$ cat src/rtl/regfile_write_arbiter.sv
// Round-robin arbiter sharing the register file write port between NUM_REQ writeback
// sources, with a post-reset sweep that zeroes x1..x(2^ADDR_W-1).
module regfile_write_arbiter #(
  parameter int NUM_REQ        = 3,
  parameter int ADDR_W         = 5,
  parameter int DATA_W         = 32,
  parameter bit CLEAR_ON_RESET = 1'b1
) (
  input  logic                      clk,
  input  logic                      reset,
  input  logic [NUM_REQ-1:0]        req_valid,
  input  logic [NUM_REQ*ADDR_W-1:0] req_rd,
  input  logic [NUM_REQ*DATA_W-1:0] req_data,
  output logic [NUM_REQ-1:0]        req_ready,
  output logic                      rf_we,
  output logic [ADDR_W-1:0]         rf_rd,
  output logic [DATA_W-1:0]         rf_wdata,
  output logic [2:0]                grant_id,
  output logic                      busy
);

  typedef enum logic {S_CLEAR, S_ARB} state_t;

  localparam logic [ADDR_W-1:0] LAST_IDX = '1;
  localparam logic [ADDR_W-1:0] FIRST_IDX = {{(ADDR_W-1){1'b0}}, 1'b1};

  state_t              state, state_nxt;
  logic [ADDR_W-1:0]   cnt;
  logic [2:0]          rr_ptr;
  logic [2:0]          next_ptr;
  int                  scan_idx;

  logic                vld_p0;
  logic [2:0]          gnt_idx_p0;
  logic [ADDR_W-1:0]   gnt_rd_p0;
  logic [DATA_W-1:0]   gnt_data_p0;

  // Stage p0: combinational round-robin search starting at rr_ptr
  always_comb begin
    req_ready   = '0;
    vld_p0      = 1'b0;
    gnt_idx_p0  = '0;
    gnt_rd_p0   = '0;
    gnt_data_p0 = '0;
    scan_idx    = 0;
    if (state == S_ARB) begin
      for (int k = 0; k < NUM_REQ; k++) begin
        scan_idx = int'(rr_ptr) + k;
        if (scan_idx >= NUM_REQ) scan_idx = scan_idx - NUM_REQ;
        if (!vld_p0 && req_valid[scan_idx]) begin
          vld_p0              = 1'b1;
          gnt_idx_p0          = 3'(scan_idx);
          gnt_rd_p0           = req_rd[scan_idx*ADDR_W +: ADDR_W];
          gnt_data_p0         = req_data[scan_idx*DATA_W +: DATA_W];
          req_ready[scan_idx] = 1'b1;
        end
      end
    end
  end

  assign next_ptr = (gnt_idx_p0 == 3'(NUM_REQ-1)) ? 3'd0 : gnt_idx_p0 + 3'd1;

  always_comb begin
    state_nxt = state;
    if (state == S_CLEAR && cnt == LAST_IDX) state_nxt = S_ARB;
  end

  always_ff @(posedge clk or posedge reset) begin
    if (reset) state <= CLEAR_ON_RESET ? S_CLEAR : S_ARB;
    else       state <= state_nxt;
  end

  assign busy = (state == S_CLEAR);

  // Stage p1: registered write port; x0 writes are consumed but never enabled
  always_ff @(posedge clk or posedge reset) begin
    if (reset) begin
      cnt      <= FIRST_IDX;
      rf_we    <= 1'b0;
      rf_rd    <= '0;
      rf_wdata <= '0;
      grant_id <= '0;
      rr_ptr   <= '0;
    end else if (state == S_CLEAR) begin
      rf_we    <= 1'b1;
      rf_rd    <= cnt;
      rf_wdata <= '0;
      cnt      <= cnt + FIRST_IDX;
    end else if (vld_p0) begin
      rf_we    <= (gnt_rd_p0 != '0);
      rf_rd    <= gnt_rd_p0;
      rf_wdata <= gnt_data_p0;
      grant_id <= gnt_idx_p0;
      rr_ptr   <= next_ptr;
    end else begin
      rf_we    <= 1'b0;
    end
  end

endmodule

$ cat config.mk
export PLATFORM = sky130hd
export DESIGN_NAME = regfile_write_arbiter
export DESIGN_NICKNAME = d
export VERILOG_FILES = /design/src/rtl/regfile_write_arbiter.sv
export SDC_FILE = /design/constraint.sdc
export NUM_CORES = 1
export LEC_CHECK = 0
export CAP_MARGIN = 20
export CORE_MARGIN = 2
export CORE_UTILIZATION = 26
export DETAILED_ROUTE_END_ITERATION = 12
export PLACE_DENSITY_LB_ADDON = 0.08
export SYNTH_ARGS = -nofsm -noshare
export SYNTH_HDL_FRONTEND = slang
export SYNTH_SLANG_ARGS = --single-unit
$ cat constraint.sdc
create_clock -name clk -period 6.4 [get_ports clk]
set_clock_uncertainty 0.2 [all_clocks]
set_input_delay 1.28 -clock clk [delete_from_list [all_inputs] [get_ports clk]]
set_output_delay 1.28 -clock clk [all_outputs]
set_load 0.01 [all_outputs]
* Word-level counts from Yosys, hierarchy flattened
Cells that the tools add are included.
** Operators by class
- Bitwise operators :: 3
- Equal/unequal tests :: 3
- Magnitude comparators :: 9
- Multipliers :: 3
- Add/subtract/negate cells :: 7
- Reduce and logical (&&, ||, !) cells :: 10
- Shift-type cells :: 6
- Muxes and demuxes :: 51
** Operators by type and width (number)
- $mux W32 :: 11
- $shiftx A96 B32 Y32 :: 3
- $ge A32 B1 Y1 const B :: 3
- $lt A32 B4 Y1 const B :: 3
- $mul A32 B4 Y32 const B :: 3
- $shiftx A15 B32 Y5 :: 3
- $mux W3 :: 11
- $mux W5 :: 6
- $mux W1 :: 17
- $sub A4 B2 Y5 const B :: 2
- $ge A4 B2 Y1 const B :: 2
- $bmux W1 S2 :: 3
- $demux W1 S2 :: 3
- $logic_and A1 B1 Y1 :: 6
- $or A3 B3 Y3 :: 2
- $add A5 B1 Y5 const B :: 1
- $eq A5 B5 Y1 const B :: 1
- $reduce_bool A5 Y1 :: 1
- $add A3 B1 Y4 const B :: 1
- $add A3 B2 Y4 const B :: 1
- $sub A3 B2 Y4 const B :: 1
- $add A3 B1 Y3 const B :: 1
- $eq A3 B2 Y1 const B :: 1
- $ge A3 B2 Y1 const B :: 1
- 4 further kinds :: 5
** Storage, ports and cells
- Bits in registers :: 50
- Output and inout bits :: 45
- Input bits :: 116
- Word-level logic and storage cells :: 99

* Logic depth before layout (Yosys ltp)
- Depth after elaboration :: 19
- Mapped depth :: 23
- Depth with buffers taken out :: 18

* Least setup slack after synthesis
Ideal clock, no wire load.
- Kind :: register to register
- Start :: register rr_ptr[0]
- End :: register rf_we
- Cell stages (with the launch flop) :: 24
- Setup slack :: 1.319 ns
- Arrival time :: 4.808 ns
- Data required time :: 6.127 ns
- Buffers on the path :: 7
- Clock period less this slack :: 5.081 ns
- Library setup time :: 0.073 ns
- Path through :: dfrtp_1 > buf_2 > buf_2 > buf_2 > inv_1 > ha_1 > buf_2 > a21oi_2 > inv_2 > buf_2 > clkbuf_1 > buf_1 > ha_1 > ha_1 > inv_1 > fa_1 > xor2_1 > xnor2_1 > nand3b_1 > a211oi_1 > o2bb2ai_1 > a211oi_1 > a311o_1 > nand4bb_1
** On the way
- Longest elaborated chain between the ends :: 19
- Elaborated cells on any way between the ends :: 46
- Classes of those cells :: add/sub: 5; mul: 3; order compare: 3; shift: 3; mux: 27; reduce/logical: 5
** Ends and longest elaborated chain
- from (decl) :: RTL line 29 : logic [2:0] rr_ptr;
- from (signal assigned) :: RTL line 94 : rr_ptr <= next_ptr;
- parallel branches: the longest is 17 deep, another holds $mul A32 B4 Y32
- $mux W1 (*) :: RTL line 89 : end else if (vld_p0) begin
- $mux W1 (*) :: RTL line 84 : end else if (state == S_CLEAR) begin
- to (signal assigned) :: RTL line 90 : rf_we <= (gnt_rd_p0 != '0);
- to (decl) :: RTL line 15 : output logic rf_we,
Mark *: on every way between the ends. The select of a mux whose other input is x is not followed.
A chain may end at the register's enable or synchronous reset.

* Worst setup path in the final report
- Start :: register rr_ptr[0]
- End :: output port req_ready[0]
** On the way
- Longest elaborated chain between the ends :: 16
- Elaborated cells on any way between the ends :: 54
- Classes of those cells :: add/sub: 5; order compare: 9; mux: 31; bitwise: 2; reduce/logical: 7
** Ends and longest elaborated chain
- parallel branches: the longest is 14 deep, another holds $ge A32 B1 Y1
- $mux W3 (*) :: RTL line 50 : if (!vld_p0 && req_valid[scan_idx]) begin
- $mux W3 (*) :: RTL line 46 : if (state == S_ARB) begin
- to (decl) :: RTL line 14 : output logic [NUM_REQ-1:0] req_ready,
Marked as above.

==> results by group <==
Run status
  – Status: finished, final reports clean

GRT
  – GRT Total Usage: 0.223
  – Gr ovfl total: 0
  – Vias in the first global route: 8465
  – First-pass GRT wire length: 50.5 mm
  – Antenna violations before repair: 0
  – Largest net degree at the start of global routing: 53

Run
  – Max Cap Violations: 0

Clock tree
  – CTS Buf Count: 5
  – Reg clk slew, reported paths: 70 ps
  – CTS tree: yes
  – Worst-skew pair later-pin latency: 300 ps
  – Clk root buf: clkbuf_16
  – CTS hold repair buffers: 0
  – CTS Buffer Depth: 2
  – Sink Count: 50
  – CTS H-tree depth: 2

Place
  – Post-Place Worst Slack: 456 ps
  – GPL Wtd Cong: 0.864
  – Placed instance count: 1574
  – DP HPWL: 21.7 mm
  – Port bufs: 160

Setup path
  – Critical path class: register to output port
  – Arrival @ worst endpoint: 4580 ps
  – Critical Path Source Type: register
  – Crit. End Element: output port
  – Crit. Startpoint: rr_ptr[0]$_DFFE_PP0P_
  – Worst path required time: 4920 ps
  – Largest fanout on the critical path: 42
  – Critical R2R Launch: rr_ptr[0]$_DFFE_PP0P_

Timing
  – Final hold violation count: 0
  – Normalized max-slew margin: 0.302
  – Hold WS: 303 ps
  – Final Worst Setup Slack: 340 ps
  – Final setup fails: 0
  – Tcrit/Tclk final: 0.947
  – Setup TNS Final: 0 ps
  – Tmin final: 6060 ps
  – Fmax: 165 MHz
  – Worst slew pin tran: 1040 ps
  – RSZ-0062 raised after global routing: false
  – Final Max Tran Viols: 0

Logic synthesis
  – Yosys warnings: 0
  – Synthesized net count: 1251
  – Synth Flop Type: dfrtp_1
  – FFs w/ async S/R, synth: 1.00
  – Post-Syn Instances: 1110
  – EDFF count, synth: 0
  – Syn_area_per_cell: 6.62 um^2
  – Cell Area, Synth: 7350 um^2
  – Post-synthesis sequential area ratio: 0.170
  – Yosys cell types: 77
  – Synth Register Bits: 50

Drt
  – DR WL/cell: 21.3 um
  – Vias per Instance: 5.53
  – Post-route ant nets: 0
  – Drt pass-1 iters: 5
  – Vias: 8755
  – # DRC: 0
  – Post-Route WL: 33.6 mm
  – Initial DRC count: 873

Die
  – Core footprint: 27800 um^2
  – Row count: 61
  – Starting Density: 0.265
  – Die width: 172 um
  – Die height: 172 um
  – Die area: 29600 um^2
  – Ports: 161

Final layout
  – Ant diodes: 0
  – Final Non-Filler Cells: 1582
  – Fin nets: 1344
  – Layout cell share with drive strength beyond 1: 0.0748
  – Most frequent cells in the layout: nand2_1 (272), a21oi_1 (215), clkdlybuf4s50_1 (160)
  – Area Overhead vs Synth: 28.5%
  – Most common cell after layout, fill and taps aside: nand2_1
  – # fillers: 2990

Hold path
  – Hold WC Path Type: register to register
  – Hold path startpoint: cnt[3]$_DFFE_PP0N_
[repair_timing]
| action | in CTS | in global routing |
|---|---|---|
| endpoints found under the setup margin | 0 | 1 |
| hold endpoints to repair | 0 | 0 |
| setup buffers | 0 | 0 |
| gates resized for setup | 0 | 1 |
[stage by stage]
step            util  cell area (um^2)
6_report       0.340              9450
5_1_grt        0.340              9450
4_1_cts        0.340              9440
3_5_place_dp   0.334              9270
3_3_place_gp   0.334              9270
2_1_floorplan      -              7350
[cell type report]
cell class | instances | area (um^2) | share of cell area
Sequential cell | 50 | 1250 | 0.133
Multi-Input combinational cell | 930 | 5630 | 0.596
Inverter | 29 | 109 | 0.0115
Timing Repair Buffer | 187 | 1810 | 0.191
Clock buffer | 7 | 143 | 0.0151
Clock inverter | 1 | 30.0 | 0.00318
Tap cell | 378 | 473 | 0.0501
[cells in the mapped netlist (all sizes together), types with 4 or more instances]
| cell type | number | share of area |
|---|---|---|
| a211oi | 11 | 0.011 |
| a21oi | 217 | 0.15 |
| a311oi | 4 | 0.0048 |
| a31oi | 10 | 0.0085 |
| and3 | 8 | 0.0068 |
| buf | 33 | 0.021 |
| clkbuf | 68 | 0.035 |
| dfrtp | 49 | 0.17 |
| ha | 22 | 0.037 |
| inv | 28 | 0.014 |
| mux2 | 5 | 0.0077 |
| mux2i | 22 | 0.030 |
| mux4 | 26 | 0.080 |
| nand2 | 272 | 0.14 |
| nand2b | 9 | 0.0077 |
| nand3 | 18 | 0.013 |
| nand3b | 4 | 0.0041 |
| nor2 | 87 | 0.045 |
| nor2b | 5 | 0.0043 |
| nor3 | 16 | 0.011 |
| nor4b | 4 | 0.0048 |
| o211ai | 10 | 0.010 |
| o21ai | 55 | 0.037 |
| o22ai | 6 | 0.0051 |
| o31a | 31 | 0.037 |
| o31ai | 6 | 0.0061 |
| or2 | 6 | 0.0051 |
| or3 | 9 | 0.0083 |
| xnor2 | 11 | 0.014 |
| xor2 | 4 | 0.0048 |
[cells by family (layout without fill, tap and decap cells)]
kind of cell	count (synthesis)	count (layout)	synth area share
and+or+nand+nor	451	451	0.264
AOI/OAI and AO/OA	385	385	0.310
buffers and inverters	130	224	0.0705
muxes	53	53	0.117
DFF	50	50	0.170
adders and majority gates	25	25	0.0456
xor gates and xnor gates	16	16	0.0221
[final timing paths]
path | to | slack [ps] | cells past startpoint
min reg2reg | cnt[3]$_DFFE_PP0N_ | 300 | 1
max in group asynchronous | state$_DFFE_PP0P_ | 4140 | 3
max | req_ready[0] | 340 | 13
min in group asynchronous | rf_wdata[20]$_DFFE_PP0P_ | 1320 | 3
max reg2reg | rf_we$_DFF_PP0_ | 1360 | 19
min | cnt[3]$_DFFE_PP0N_ | 300 | 1
[layer usage]
layer	wire, um	track usage	vias to the layer above
met3	2590	0.0352	55
met2	15500	0.363	408
met4	806	0.0716	0
li1	-	-	4129
met1	14700	0.303	4163
met5	0	0	-
[flip-flops by register name, summed over array words and instances, names as in the netlist]
signal    flops
grant_id      3
rf_we         1
cnt           5
rf_rd         5
rf_wdata     32
state         1
rr_ptr        3
[critical path, cell delays in order, from the launching register on]
cell and delay (ps):
dfrtp_1 370, buf_6 300, inv_1 170, ha_1 490, buf_4 350, inv_1 200
o211ai_1 210, a21oi_1 170, or3_4 410, nor2_4 210, nand3_2 140, or3_1 370
a31oi_1 300, clkdlybuf4s50_1 600
Power is left out: the tool's default activity adds up to more than one toggle a clock period on the data nets, which glitch-free logic cannot reach.
